<file path="config.mk">
export PLATFORM = sky130hd
export DESIGN_NAME = adder_pipe
export DESIGN_NICKNAME = d
export VERILOG_FILES = /design/src/rtl/adder_pkg.sv /design/src/rtl/adder_seg.sv /design/src/rtl/adder_pipe.sv
export SDC_FILE = /design/constraint.sdc
export NUM_CORES = 1
export LEC_CHECK = 0
export ABC_AREA = 1
export CORE_ASPECT_RATIO = 1.25
export CORE_MARGIN = 10
export CORE_UTILIZATION = 56
export CTS_BUF_LIST = sky130_fd_sc_hd__clkbuf_4 sky130_fd_sc_hd__clkbuf_8
export DETAILED_ROUTE_END_ITERATION = 10
export GPL_ROUTABILITY_DRIVEN = 0
export HOLD_SLACK_MARGIN = 0.08
export PLACE_DENSITY = 0.82
export SLEW_MARGIN = 20
export SYNTH_ARGS = -nofsm -noshare
export SYNTH_HDL_FRONTEND = slang
export SYNTH_SLANG_ARGS = --single-unit
</file>
<file path="constraint.sdc">
create_clock -name clk -period 2.7 [get_ports clk]
set_clock_uncertainty 0.15 [all_clocks]
set_input_delay 0.54 -clock clk [delete_from_list [all_inputs] [get_ports clk]]
set_output_delay 0.54 -clock clk [all_outputs]
set_load 0.05 [all_outputs]
</file>
<file path="src/rtl/adder_pkg.sv">
// adder_pkg: shared defaults, stage-count helper and op-mode codes
// for the segmented adder pipeline.
package adder_pkg;

    localparam int DEF_WIDTH = 16;
    localparam int DEF_SEG   = 4;

    localparam logic OP_ADD = 1'b0;
    localparam logic OP_SUB = 1'b1;

    function automatic int num_stages(input int width, input int seg);
        return width / seg;
    endfunction

endpackage

</file>
<file path="src/rtl/adder_seg.sv">
// adder_seg: one SEG-bit slice of the adder pipeline, registered
// sum and carry with advance enable and synchronous reset.
module adder_seg
    import adder_pkg::*;
#(
    parameter int SEG = DEF_SEG
) (
    input  logic           clk,
    input  logic           rst,
    input  logic           en,
    input  logic [SEG-1:0] a,
    input  logic [SEG-1:0] b,
    input  logic           cin,
    output logic [SEG-1:0] sum,
    output logic           cout
);

    logic [SEG:0] total;

    assign total = {1'b0, a} + {1'b0, b} + {{SEG{1'b0}}, cin};

    always_ff @(posedge clk) begin
        if (rst) begin
            sum  <= '0;
            cout <= 1'b0;
        end else if (en) begin
            sum  <= total[SEG-1:0];
            cout <= total[SEG];
        end
    end

endmodule

</file>
<file path="src/rtl/adder_pipe.sv">
// adder_pipe: WIDTH-bit add/sub, SEG bits per stage, valid/ready stream.
// Define ADDER_PIPE_OVF_EN to add the signed-overflow output ovf.
module adder_pipe
    import adder_pkg::*;
#(
    parameter int WIDTH = DEF_WIDTH,
    parameter int SEG   = DEF_SEG
) (
    input  logic             clk,
    input  logic             rst,
    input  logic             in_valid,
    output logic             in_ready,
    input  logic [WIDTH-1:0] in_data1,
    input  logic [WIDTH-1:0] in_data2,
    input  logic             in_cin,
    input  logic             in_sub,
    output logic             out_valid,
    input  logic             out_ready,
    output logic [WIDTH-1:0] out_data,
`ifdef ADDER_PIPE_OVF_EN
    output logic             ovf,
`endif
    output logic             cy
);

    localparam int STAGES = num_stages(WIDTH, SEG);

    if (WIDTH % SEG != 0) begin : g_bad_seg
        $error("adder_pipe: WIDTH must be a multiple of SEG");
    end

    logic              adv;
    logic [WIDTH-1:0]  a_in [STAGES];
    logic [WIDTH-1:0]  b_in [STAGES];
    logic [WIDTH-1:0]  res  [STAGES];
    logic [STAGES-1:0] carry;
    logic [STAGES-1:0] vld;
    logic              unused_ops;

    assign adv      = !out_valid || out_ready;
    assign in_ready = adv;

    assign a_in[0] = in_data1;
    assign b_in[0] = (in_sub == OP_SUB) ? ~in_data2 : in_data2;

    // Last stage only consumes the low slice of its operand words.
    assign unused_ops = ^{a_in[STAGES-1], b_in[STAGES-1]};

    for (genvar k = 0; k < STAGES; k++) begin : g_stage
        logic           c_in;
        logic [SEG-1:0] sum;
        logic           v_q;

        adder_seg #(.SEG(SEG)) u_seg (
            .clk  (clk),
            .rst  (rst),
            .en   (adv),
            .a    (a_in[k][SEG-1:0]),
            .b    (b_in[k][SEG-1:0]),
            .cin  (c_in),
            .sum  (sum),
            .cout (carry[k])
        );

        if (k == 0) begin : g_head
            assign c_in   = (in_sub == OP_SUB) ? 1'b1 : in_cin;
            assign res[k] = WIDTH'(sum);

            always_ff @(posedge clk) begin
                if (rst) begin
                    v_q <= 1'b0;
                end else if (adv) begin
                    v_q <= in_valid;
                end
            end
        end else begin : g_body
            logic [WIDTH-1:0] a_q;
            logic [WIDTH-1:0] b_q;
            logic [WIDTH-1:0] lo_q;

            assign c_in    = carry[k-1];
            assign a_in[k] = a_q;
            assign b_in[k] = b_q;
            assign res[k]  = lo_q | (WIDTH'(sum) << (k * SEG));

            // Operands shift down so slice k sits at the low end.
            always_ff @(posedge clk) begin
                if (rst) begin
                    a_q  <= '0;
                    b_q  <= '0;
                    lo_q <= '0;
                    v_q  <= 1'b0;
                end else if (adv) begin
                    a_q  <= a_in[k-1] >> SEG;
                    b_q  <= b_in[k-1] >> SEG;
                    lo_q <= res[k-1];
                    v_q  <= vld[k-1];
                end
            end
        end

        assign vld[k] = v_q;
    end

    assign out_valid = vld[STAGES-1];
    assign out_data  = res[STAGES-1];
    assign cy        = carry[STAGES-1];

`ifdef ADDER_PIPE_OVF_EN
    logic msb_x_q;

    // Carry into MSB recovered as a_msb ^ b_msb ^ sum_msb.
    always_ff @(posedge clk) begin
        if (rst) begin
            msb_x_q <= 1'b0;
        end else if (adv) begin
            msb_x_q <= a_in[STAGES-1][SEG-1] ^ b_in[STAGES-1][SEG-1];
        end
    end

    assign ovf = msb_x_q ^ out_data[WIDTH-1] ^ cy;
`endif

endmodule
</file>
**Word level (Yosys, flattened, before mapping)**

Index checks and enable logic that the tools add are counted.

- Register bits: 108
- Latch bits: 0
- Bits in writable memories: 0
- Bits in read-only memories: 0
- Input bits: 38
- Output and inout bits: 19
- Logic and storage cells: 37
- Memories: 0

- Add/subtract/negate cells: 8
- Multipliers: 0
- Div/mod/pow operators: 0
- Order comparisons: 0
- Equal/unequal tests: 0
- Shift-type cells: 0
- Multiplexer cells: 2
- Bitwise gates (word level): 4
- Reduce and logical (&&, ||, !) cells: 2

Operators by type and width:

| cell | count |
|---|---|
| 4-bit by 4-bit adder with 5-bit output | 4 |
| 5-bit by 1-bit adder with 5-bit output | 4 |
| 16-bit two-way mux | 1 |
| 16-bit inverter | 1 |
| 16-bit by 12-bit bitwise OR with 16-bit output | 1 |
| 16-bit bitwise OR | 1 |
| 4-bit by 8-bit bitwise OR with 8-bit output | 1 |
| 1-bit logical NOT | 1 |
| 1-bit logical OR | 1 |
| 1-bit two-way mux | 1 |

**Depth between registers and ports, before layout**

- Depth in word-level cells: 4
- Mapped depth: 10
- Gate-level depth less buffers: 10

**By module**

From an unflattened synthesis, not the netlist that was laid out.

- Cells, all modules: 586
- Area total of the unflattened synthesis: 4431.8 um^2

Modules (own cells, without submodules):

| module | instances | cells an instance | area each (um^2) | sequential area each (um^2) |
|---|---|---|---|---|
| adder_pipe | 1 | 402 | 3100.5 | 1521.5 |
| adder_seg | 4 | 46 | 332.8 | 100.1 |

**Least setup slack after synthesis**

No wires, ideal clock.

- Kind: input -> register
- Start point: input in_sub
- End point: register g_stage[0].u_seg.sum[2]
- Arrival: 2.116 ns
- Required time: 2.414 ns
- Path slack: 0.298 ns
- Cell stages on the path: 7
- Path buffers: 2
- Cell sequence: buf_2 buf_6 or2_2 fa_1 fa_1 xnor2_1 a21oi_1

- Word-level cells in the longest chain between the ends: 3
- Elaborated cells on any way between the ends: 4

RTL lines:

| item | line | text |
|---|---|---|
| start: declaration | adder_pipe.sv:16 | `input logic in_sub,` |
| 16-bit two-way mux | adder_pipe.sv:44 | `assign b_in[0] = (in_sub == OP_SUB) ? ~in_data2 : in_data2;` |
| 4-bit by 4-bit adder with 5-bit output | adder_seg.sv:20 | `assign total = {1'b0, a} + {1'b0, b} + {{SEG{1'b0}}, cin};` |
| 5-bit by 1-bit adder with 5-bit output * | adder_seg.sv:20 |  |
| end signal: assignment | adder_seg.sv:27 | `sum <= total[SEG-1:0];` |
| end: declaration | adder_seg.sv:14 | `output logic [SEG-1:0] sum,` |

Every way passes the cells marked *; elsewhere a longest branch is shown, timed or not.
A chain may end at the register's enable or synchronous reset.

**Worst setup path after layout**

Ends and elaborated chain as after synthesis.

==> reports/results.txt <==
Flop pwr share - 52.6%
All-Layer GR Usage - 16.14%
met1 GRT Util - 19.92%
WL/cell - 13.21 µm
Tcrit/Tclk final - 86.65%
commonest non-fill, non-tap cell in the layout - nor2_1
CP max FO - 3
CTS hold repair buffers - 0
syn_nets - 563
TritonCTS clock tree - done
Synth cell types - 22
I/O pins - 57
initial DRC count - 247
Starting Density - 57.75%
most frequent CP cell - fa_1
relative max-transition margin - 66.35%
core area - 0.007019 mm²
layout cells sized above 1 - 5.091%
met2 Usage GRT - 26.34%
Setup TNS - 0 ns
Slew Limit Fails - 0
minimum clock period - 2.340 ns
critical path's top delay family - adder cells
Vert. Die Dim - 115.1 µm
I/O Buffers - 56
net load switching power - 799.8 µW
Inst Count DP - 625
global-route wire length before repair - 14.72 mm
internal power - 2.202 mW
GRT Max-Usage Layer - met2
syn_area_per_cell - 8.028 µm²
Slowest-stage cell, CP - clkdlybuf4s50_1
setup bufs post-CTS - 0
max incr delay on CP - 0.47 ns
top cell type's share of synthesized area - 47.41%
CP cell instances - clkdlybuf4s50_1, or2_2, fa_1, fa_1, xnor2_1, a21oi_1
pin count of the biggest net entering global routing - 96
Fillers - 595
WP buf/inv - 1
vias in the first global route - 3265
leakage - 1.977 nW
Via density - 5.200
Worst setup EP type - flip-flop
post-route ant nets - 0
clk_lat worst skew - 0.36 ns
kind of critical path - input pin to flip-flop
switching part of the total - 26.64%
H-tree levels - 3
Tot Pwr - 3.002 mW
leading area contributor after synthesis - dfxtp_1
Clock Power Share - 32.0%
gr ovfl total - 0
cell count after synthesis - 505
Crit path arrival time - 2.43 ns
Layout Cells excl Fill - 640
drc violations - 0
RSZ-0062 raised after global routing - false
FP Rows - 34
setup violators final - 0
die area - 0.01106 mm²
Worst VDD drop - 411.3 µV
WL final - 8.453 mm
Post-CTS Resized - 0
CTS Root Cell - clkbuf_8
PD cells - 624.2 mW/mm²
fmax - 427.4 MHz
Synth warnings - 0
Area growth, synth to finish - 18.64%
CP Launch Type - input pin
Post-DP HPWL - 5.536 mm
Nets - 604
Mapped Area - 0.004054 mm²
CTS sink count - 96
status - completed
Reg clk slew, reported paths - 0.09 ns
TritonCTS buffer count - 9
commonest non-fill, non-tap cells in the layout - 132 x nor2_1, 96 x dfxtp_1, 83 x o21ai_0, 55 x clkdlybuf4s50_1, 31 x nand2_1
max-cap violations - 0
Worst Tran Pin Value - 0.5032 ns
Seq/Total Area, Yosys - 47.41%
flops & latches, synth - 96
die width - 96.10 µm
initial antenna violation count - 0
worst hold-check path type - flip-flop to flip-flop
Antenna diodes - 0
Hold Violations, Final - 0
CP required - 2.79 ns
met3 global-route usage - 4.566%
Comb power frac - 15.4%
most area-consuming cells after synthesis - dfxtp_1 47%, nor2_1 12%, o21ai_0 10%
vias - 3328
maximum root-to-sink buffer count - 2
1st-pass router iterations - 4
## synth_stat cells
library cell	count
a21oi_1	26
a31oi_1	5
buf_2	15
buf_4	1
buf_6	8
clkbuf_1	8
dfxtp_1	96
fa_1	8
ha_1	12
inv_1	28
inv_2	4
nand2_1	31
nand2_4	1
nand3_1	12
nor2_1	132
o21ai_0	83
o21ai_1	14
or2_0	1
or2_1	4
or2_2	1
xnor2_1	9
xor2_1	6
## state kept, by name, indices dropped and copies added (netlist names)
signal,flops
out_valid,1
g_stage.g_body.lo_q,24
g_stage.g_body.a_q,24
g_stage.v_q,3
g_stage.g_body.b_q,24
g_stage.u_seg.cout,4
g_stage.u_seg.sum,16
## power by group through the flow
stage          registers (mW)  logic, mW  clock network, mW
6_report                 1.58      0.462              0.962
4_1_cts                  1.58      0.464              0.981
3_3_place_gp             1.61      0.438                  0
2_1_floorplan            1.65      0.265                  0
5_1_grt                  1.59      0.523               1.03
3_5_place_dp             1.61      0.457                  0
## stage by stage
step	hold WS [ns]	utilization [%]	setup WS [ns]	area (µm²)
detailed placement	0.3138	65.60	-0.01887	4604
CTS	0.3390	68.52	0.3673	4810
global route	0.3446	68.52	0.2763	4810
floorplan	0.2797	-	0.2981	4054
finish	0.3325	68.52	0.3604	4810
global placement	0.3081	65.60	0.04412	4604
## logic make-up (layout without fill, tap and decap cells)
| family | Yosys count | count (layout) | synth area share [%] |
|---|---|---|---|
| AOI/OAI and AO/OA | 128 | 128 | 15.96 |
| and+or+nand+nor | 182 | 182 | 17.78 |
| adders and majority gates | 20 | 20 | 7.654 |
| DFF | 96 | 96 | 47.41 |
| buffers and inverters | 64 | 109 | 7.963 |
| xor gates and xnor gates | 15 | 15 | 3.241 |
## layer usage
metal,vias to the layer above,routed length (µm)
met3,6,472
met2,80,4117
met4,0,58
li1,1714,-
met5,-,0
met1,1528,3804
## tightest hold or removal path: stages (launching register included)
cell and delay (ns):
dfxtp_1 0.30, inv_1 0.08, a21oi_1 0.07
## layout make-up
cell class                 instances  area, µm²  area share (%)
sequential                        96       1922           39.96
multi-input combinational        345       1809           37.62
timing repair buffer              62      640.6           13.32
clock buffer                      11      151.4           3.148
inverter                          32      120.1           2.497
tap                               90      112.6           2.341
clock inverter                     4      53.80           1.119
## final timing paths
kind                        endpoint  slack [ns]  depth (start not counted)                      from
max          g_stage[0].u_seg.sum[2]        0.36                          6                    in_sub
min                        out_valid        0.33                          2            g_stage[2].v_q
max reg2reg    g_stage[1].u_seg.cout        0.81                          6  g_stage[1].g_body.b_q[0]
min reg2reg                out_valid        0.33                          2            g_stage[2].v_q
Power figures use the tool's default switching activity.
